File: src/rtl/axis_out_arb.sv
// axis_out_arb: round-robin packet arbiter merging N_SRC AXI-Stream sources onto one output.
//
// A source is granted in IDLE (round-robin starting after the last grant) and keeps the
// grant until its TLAST beat is accepted. The arbiter then returns to IDLE, which costs
// one bubble cycle per packet. Accepted beats pass through a 2-entry skid buffer
// (output register plus one skid slot), so all M_AXIS_* outputs come straight from flops.
//
// Ports:
//   clk, rst                    sole clock, synchronous active-high reset
//   S_AXIS_TDATA/TKEEP/TLAST/   packed per-source slave streams; source i occupies
//   TVALID/TREADY               [i*DATA_W +: DATA_W] and [i*KEEP_W +: KEEP_W]
//   M_AXIS_TDATA/TKEEP/TLAST/   merged master stream
//   TVALID/TREADY
//   grant_idx                   source currently or most recently granted
//   busy                        high while a packet holds the lock
//   pkt_cnt                     per-source completed-packet counters, 16 bits each
//
// Optional feature: define AXIS_ARB_PKT_CNT_EN to build the packet counters. Without it
// pkt_cnt is tied to zero and no counter flops exist.

module axis_out_arb #(
  parameter int unsigned N_SRC  = 4,
  parameter int unsigned DATA_W = 32
) (
  input  logic                              clk,
  input  logic                              rst,
  input  logic [N_SRC*DATA_W-1:0]           S_AXIS_TDATA,
  input  logic [N_SRC*(DATA_W/8)-1:0]       S_AXIS_TKEEP,
  input  logic [N_SRC-1:0]                  S_AXIS_TLAST,
  input  logic [N_SRC-1:0]                  S_AXIS_TVALID,
  output logic [N_SRC-1:0]                  S_AXIS_TREADY,
  output logic [DATA_W-1:0]                 M_AXIS_TDATA,
  output logic [DATA_W/8-1:0]               M_AXIS_TKEEP,
  output logic                              M_AXIS_TLAST,
  output logic                              M_AXIS_TVALID,
  input  logic                              M_AXIS_TREADY,
  output logic [$clog2(N_SRC)-1:0]          grant_idx,
  output logic                              busy,
  output logic [N_SRC*16-1:0]               pkt_cnt
);

  localparam int unsigned KEEP_W = DATA_W / 8;
  localparam int unsigned IDX_W  = $clog2(N_SRC);

  typedef enum logic [0:0] {StIdle, StBusy} state_e;

  state_e             state_q, state_d;
  logic [IDX_W-1:0]   grant_q, grant_d;
  logic [IDX_W-1:0]   rr_pick;

  // Skid buffer: out_* is the registered output stage, sk_* the overflow slot.
  logic               out_valid_q, out_valid_d;
  logic [DATA_W-1:0]  out_data_q, out_data_d;
  logic [KEEP_W-1:0]  out_keep_q, out_keep_d;
  logic               out_last_q, out_last_d;
  logic               sk_valid_q, sk_valid_d;
  logic [DATA_W-1:0]  sk_data_q, sk_data_d;
  logic [KEEP_W-1:0]  sk_keep_q, sk_keep_d;
  logic               sk_last_q, sk_last_d;

  logic [DATA_W-1:0]  in_data;
  logic [KEEP_W-1:0]  in_keep;
  logic               in_last;
  logic               in_valid;
  logic               accept;
  logic               emit;

  // Granted source's beat.
  assign in_data  = S_AXIS_TDATA[grant_q*DATA_W +: DATA_W];
  assign in_keep  = S_AXIS_TKEEP[grant_q*KEEP_W +: KEEP_W];
  assign in_last  = S_AXIS_TLAST[grant_q];
  assign in_valid = S_AXIS_TVALID[grant_q];

  // Ready only depends on the skid slot, never on M_AXIS_TREADY, so there is no
  // combinational path from the downstream ready to any upstream ready.
  assign accept = (state_q == StBusy) && in_valid && !sk_valid_q;
  assign emit   = out_valid_q && M_AXIS_TREADY;

  always_comb begin
    S_AXIS_TREADY = '0;
    if (state_q == StBusy && !sk_valid_q) begin
      S_AXIS_TREADY[grant_q] = 1'b1;
    end
  end

  // Round-robin search starting one past the last grant.
  always_comb begin
    logic             found;
    logic [IDX_W-1:0] cand;
    rr_pick = grant_q;
    found   = 1'b0;
    cand    = grant_q;
    for (int k = 1; k <= int'(N_SRC); k++) begin
      cand = IDX_W'((int'(grant_q) + k) % int'(N_SRC));
      if (!found && S_AXIS_TVALID[cand]) begin
        rr_pick = cand;
        found   = 1'b1;
      end
    end
  end

  always_comb begin
    state_d = state_q;
    grant_d = grant_q;
    unique case (state_q)
      StIdle: begin
        if (|S_AXIS_TVALID) begin
          grant_d = rr_pick;
          state_d = StBusy;
        end
      end
      StBusy: begin
        if (accept && in_last) begin
          state_d = StIdle;
        end
      end
      default: state_d = StIdle;
    endcase
  end

  always_comb begin
    out_valid_d = out_valid_q;
    out_data_d  = out_data_q;
    out_keep_d  = out_keep_q;
    out_last_d  = out_last_q;
    sk_valid_d  = sk_valid_q;
    sk_data_d   = sk_data_q;
    sk_keep_d   = sk_keep_q;
    sk_last_d   = sk_last_q;
    if (!out_valid_q || emit) begin
      // Output stage frees up: refill from the skid slot first to keep ordering.
      if (sk_valid_q) begin
        out_valid_d = 1'b1;
        out_data_d  = sk_data_q;
        out_keep_d  = sk_keep_q;
        out_last_d  = sk_last_q;
        sk_valid_d  = 1'b0;
      end else if (accept) begin
        out_valid_d = 1'b1;
        out_data_d  = in_data;
        out_keep_d  = in_keep;
        out_last_d  = in_last;
      end else begin
        out_valid_d = 1'b0;
      end
    end else if (accept) begin
      sk_valid_d = 1'b1;
      sk_data_d  = in_data;
      sk_keep_d  = in_keep;
      sk_last_d  = in_last;
    end
  end

  always_ff @(posedge clk) begin
    if (rst) begin
      state_q     <= StIdle;
      grant_q     <= IDX_W'(N_SRC - 1);
      out_valid_q <= 1'b0;
      out_data_q  <= '0;
      out_keep_q  <= '0;
      out_last_q  <= 1'b0;
      sk_valid_q  <= 1'b0;
      sk_data_q   <= '0;
      sk_keep_q   <= '0;
      sk_last_q   <= 1'b0;
    end else begin
      state_q     <= state_d;
      grant_q     <= grant_d;
      out_valid_q <= out_valid_d;
      out_data_q  <= out_data_d;
      out_keep_q  <= out_keep_d;
      out_last_q  <= out_last_d;
      sk_valid_q  <= sk_valid_d;
      sk_data_q   <= sk_data_d;
      sk_keep_q   <= sk_keep_d;
      sk_last_q   <= sk_last_d;
    end
  end

`ifdef AXIS_ARB_PKT_CNT_EN
  logic [N_SRC*16-1:0] cnt_q, cnt_d;

  always_comb begin
    cnt_d = cnt_q;
    if (accept && in_last) begin
      cnt_d[grant_q*16 +: 16] = cnt_q[grant_q*16 +: 16] + 16'd1;
    end
  end

  always_ff @(posedge clk) begin
    if (rst) begin
      cnt_q <= '0;
    end else begin
      cnt_q <= cnt_d;
    end
  end

  assign pkt_cnt = cnt_q;
`else
  assign pkt_cnt = '0;
`endif

  assign M_AXIS_TVALID = out_valid_q;
  assign M_AXIS_TDATA  = out_data_q;
  assign M_AXIS_TKEEP  = out_keep_q;
  assign M_AXIS_TLAST  = out_last_q;
  assign grant_idx     = grant_q;
  assign busy          = (state_q == StBusy);

endmodule
File: config.mk
export PLATFORM = sky130hd
export DESIGN_NAME = axis_out_arb
export DESIGN_NICKNAME = d
export VERILOG_FILES = /design/src/rtl/axis_out_arb.sv
export SDC_FILE = /design/constraint.sdc
export NUM_CORES = 1
export LEC_CHECK = 0
export BUFFER_PORTS_ARGS = -buffer_cell sky130_fd_sc_hd__buf_4
export CAP_MARGIN = 20
export CORE_UTILIZATION = 46
export DETAILED_ROUTE_END_ITERATION = 6
export PLACE_DENSITY = 0.93
export SETUP_SLACK_MARGIN = 0.02
export SLEW_MARGIN = 10
export SYNTH_ARGS = -nofsm -noshare
export SYNTH_HDL_FRONTEND = slang
export SYNTH_SLANG_ARGS = --single-unit
File: constraint.sdc
create_clock -name clk -period 3.5 [get_ports clk]
set_clock_uncertainty 0.05 [all_clocks]
set_input_delay 0.525 -clock clk [delete_from_list [all_inputs] [get_ports clk]]
set_output_delay 0.525 -clock clk [all_outputs]
set_load 0.01 [all_outputs]
==> flow_metrics.env <==
export IMPL_status="finished, final reports clean"
export IMPL_p_comb_share_pct=47.7
export IMPL_cts_hold_fix_buffers=0
export IMPL_clock_path_buffers=2
export IMPL_holdCritStartpoint="sk_data_q[3]"
export IMPL_cp_arrival_ns=2.80
export IMPL_switching_power_w=0.001327
export IMPL_yosys_warnings=0
export IMPL_firstDrtPassIters=4
export IMPL_worst_r2r_cell_count=6
export IMPL_fp_row_count=37
export IMPL_reg2reg_to="M_AXIS_TKEEP[3]"
export IMPL_clkPwrFrac_pct=19.0
export IMPL_die_w_um=105.2
export IMPL_maxSlewHeadroom_pct=35.66
export IMPL_final_common_cell="buf_4"
export IMPL_dp_final_hpwl_um=8882
export IMPL_antenna_cells=0
export IMPL_cts_resized=0
export IMPL_cts_root_buf="clkbuf_8"
export IMPL_port_buffers=199
export IMPL_start_util_pct=47.46
export IMPL_grt_overflow=0
export IMPL_crit_slowest_cell="dfxtp_2"
export IMPL_synth_cell_types=34
export IMPL_critPathKind="reg -> reg"
export IMPL_dpl_instance_area_sq_mm=0.006157
export IMPL_cts_setup_buffers=0
export IMPL_rsz0062_at_grt="no"
export IMPL_stdcell_area_sq_mm=0.006366
export IMPL_layout_drive_gt1_share_pct=44.25
export IMPL_clkTransAtPathRegs_ns=0.07
export IMPL_clock_sinks=79
export IMPL_crit_fanout=74
export IMPL_cts_inserted_buffers=9
export IMPL_p_int_w=0.002325
export IMPL_io_pins=264
export IMPL_min_period_ns=2.677
export IMPL_antenna_found_initial=0
export IMPL_grt_start_max_net_pins=81
export IMPL_cpPeakStageDelay_ns=0.76
export IMPL_gp_congestion=0.7366
export IMPL_core_area_sq_mm=0.01032
export IMPL_ant_nets=0
export IMPL_r2r_start="grant_idx[1]"
export IMPL_dieArea_sq_mm=0.01107
export IMPL_cp_start_kind="flop"
export IMPL_fin_setup_tns_ns=0
export IMPL_holdPathStages=2
export IMPL_dr_first_iter_drc_count=144
export IMPL_nFillCells=836
export IMPL_crit_path_end_kind="flop"
export IMPL_nets=823
export IMPL_vias_per_cell=5.179
export IMPL_drv_slew=0
export IMPL_cts_tree="built"
export IMPL_clkLatencyLatePin_ns=0.34
export IMPL_r2r_slack_ns=0.82
export IMPL_postSynthAreaPerCell_sq_um=10.04
export IMPL_grt_pass1_vias=4264
export IMPL_powerDensity_mw_per_mm2=573.6
export IMPL_crit_chain="mux4_2 > a21oi_2 > nor2_4 > buf_4 > nor2_1 > a211oi_2"
export IMPL_p_sw_share_pct=36.34
export IMPL_power_leakage_nw=2.610
export IMPL_die_h_um=105.2
export IMPL_final_cell_mix="buf_4, dfxtp_1, nand2_1"
export IMPL_hold_path_endpoint="sk_data_q[3]"
export IMPL_syn2layout_area_growth_pct=29.93
export IMPL_drt_total_wl_um=11910
export IMPL_wire_per_inst_um=14.79
export IMPL_p_seq_share_pct=33.3
export IMPL_dr_total_vias=4169
export IMPL_grt_pass1_wl_um=19180
export IMPL_min_path_type="reg -> reg"
export IMPL_peakVddDrop_uv=395.5
export IMPL_ys_ff_latch=79
export IMPL_setup_violations=0
export IMPL_hold_violations=0
export IMPL_cp_required_ns=3.62
export IMPL_synthesis_instances=488
export IMPL_tightest_slew_ns=0.9651
export IMPL_max_freq_mhz=373.6
export IMPL_grt_util_all_layers_pct=21.54
export IMPL_ys_seq_area_share_pct=32.28
export IMPL_drv_cap=0
export IMPL_netlist_area_sq_mm=0.004900
export IMPL_finalCritPeriodShare_pct=76.48
export IMPL_drc=0
export IMPL_cts_max_level=3
==> registers in the layout, indices dropped and copies added (netlist names) <==
| signal | cells |
|---|---|
| M_AXIS_TKEEP | 4 |
| sk_last_q | 1 |
| M_AXIS_TLAST | 1 |
| grant_idx | 2 |
| M_AXIS_TDATA | 32 |
| sk_data_q | 32 |
| sk_keep_q | 4 |
| M_AXIS_TVALID | 1 |
| sk_valid_q | 1 |
| busy | 1 |
==> layout make-up <==
type                    instances  area (sq um)  share of cell area [%]
clock inverters                 4         52.55                  0.8255
clock buffers                  12         156.4                   2.457
well taps                     136         170.2                   2.673
multi-input cells             368          2860                   44.93
inverters                       2         7.507                  0.1179
repair buffers                204          1531                   24.06
flip-flops and latches         79          1588                   24.94
==> metal layers <==
layer  wire length [um]  global-route usage [%]  vias up
met5                  0                       0        -
met4                216                   9.759        0
met3                653                   3.306       20
met2               6520                   40.27      191
met1               4518                   23.75     2001
li1                   -                       -     1957
==> Yosys cell counts <==
| master | number | area share, % |
|---|---|---|
| nor2_1 | 41 | 3.1 |
| buf_6 | 7 | 1.6 |
| a211oi_2 | 30 | 7.7 |
| nor3_1 | 1 | 0.10 |
| a21oi_2 | 1 | 0.18 |
| buf_2 | 15 | 1.5 |
| o21ai_0 | 3 | 0.31 |
| and2_1 | 4 | 0.51 |
| nor4_1 | 1 | 0.13 |
| nor3b_1 | 2 | 0.31 |
| and3_1 | 1 | 0.13 |
| clkbuf_1 | 16 | 1.2 |
| o32a_1 | 1 | 0.20 |
| mux4_2 | 41 | 19 |
| nand3_2 | 1 | 0.20 |
| o22ai_1 | 1 | 0.13 |
| a211oi_1 | 7 | 1.1 |
| mux2i_1 | 37 | 7.6 |
| buf_4 | 64 | 9.8 |
| a31oi_1 | 1 | 0.13 |
| a21o_1 | 2 | 0.31 |
| nand3b_1 | 2 | 0.31 |
| nor2b_1 | 3 | 0.38 |
| nand2b_1 | 2 | 0.26 |
| inv_1 | 2 | 0.15 |
| conb_1 | 1 | 0.077 |
| ha_1 | 4 | 1.0 |
| nand2_1 | 74 | 5.7 |
| mux2_2 | 1 | 0.23 |
| o21a_1 | 1 | 0.15 |
| xnor2_1 | 1 | 0.18 |
| a21oi_1 | 40 | 4.1 |
| or2_1 | 1 | 0.13 |
| dfxtp_1 | 79 | 32 |
==> power by group through the flow <==
stage               clock network (W)  registers, W  logic [W]
floorplan                           0       0.00116    0.00137
global placement                    0       0.00123    0.00168
detailed placement                  0       0.00124    0.00174
CTS                          0.000711       0.00122    0.00175
global route                 0.000750       0.00124    0.00188
finish                       0.000693       0.00121    0.00174
==> worst max-delay path, delay by kind of cell (launching register included) <==
| kind | cells | cell delay, ns |
|---|---|---|
| and+or+nand+nor | 2 | 0.31 |
| buffers and inverters | 1 | 0.37 |
| AOI/OAI and AO/OA | 2 | 0.31 |
| muxes | 1 | 0.65 |
| DFF | 1 | 0.76 |
==> worst max-delay path by stage <==
stage                       from          endpoint  slack (ns)  cells past startpoint
finish              grant_idx[1]   M_AXIS_TKEEP[3]        0.82                      6
global route        grant_idx[1]   M_AXIS_TKEEP[1]        0.69                      6
CTS                 grant_idx[1]   M_AXIS_TDATA[4]        0.85                      6
detailed placement  grant_idx[1]  M_AXIS_TDATA[27]        0.87                      6
global placement    grant_idx[1]   M_AXIS_TKEEP[1]        0.99                      6
floorplan           grant_idx[0]      grant_idx[1]        0.95                      8
==> per-stage QoR <==
step                cells  hold WS (ns)  power, W  setup slack, ns  utilization, %
finish                805        0.4044  0.003651           0.8233           61.67
global route          805        0.4280  0.003875           0.6930           61.67
CTS                   805        0.4064  0.003681           0.8509           61.67
detailed placement    789        0.3965  0.002979           0.8673           59.64
global placement      789        0.3907  0.002910           0.9894           59.64
floorplan             551        0.3860  0.002529           0.9454               -
==> kinds of logic (layout without fill, tap and decap cells) <==
kind of cell	after synthesis	after routing	share of synthesized area, %
AOI/OAI and AO/OA	87	87	14.22
xor gates and xnor gates	1	1	0.1788
adders and majority gates	4	4	1.021
buffers and inverters	104	222	14.33
DFF	79	79	32.28
muxes	79	79	26.63
other	1	64	0.07654
and+or+nand+nor	133	133	11.26
Note: power is estimated with default switching activity, not from simulation.
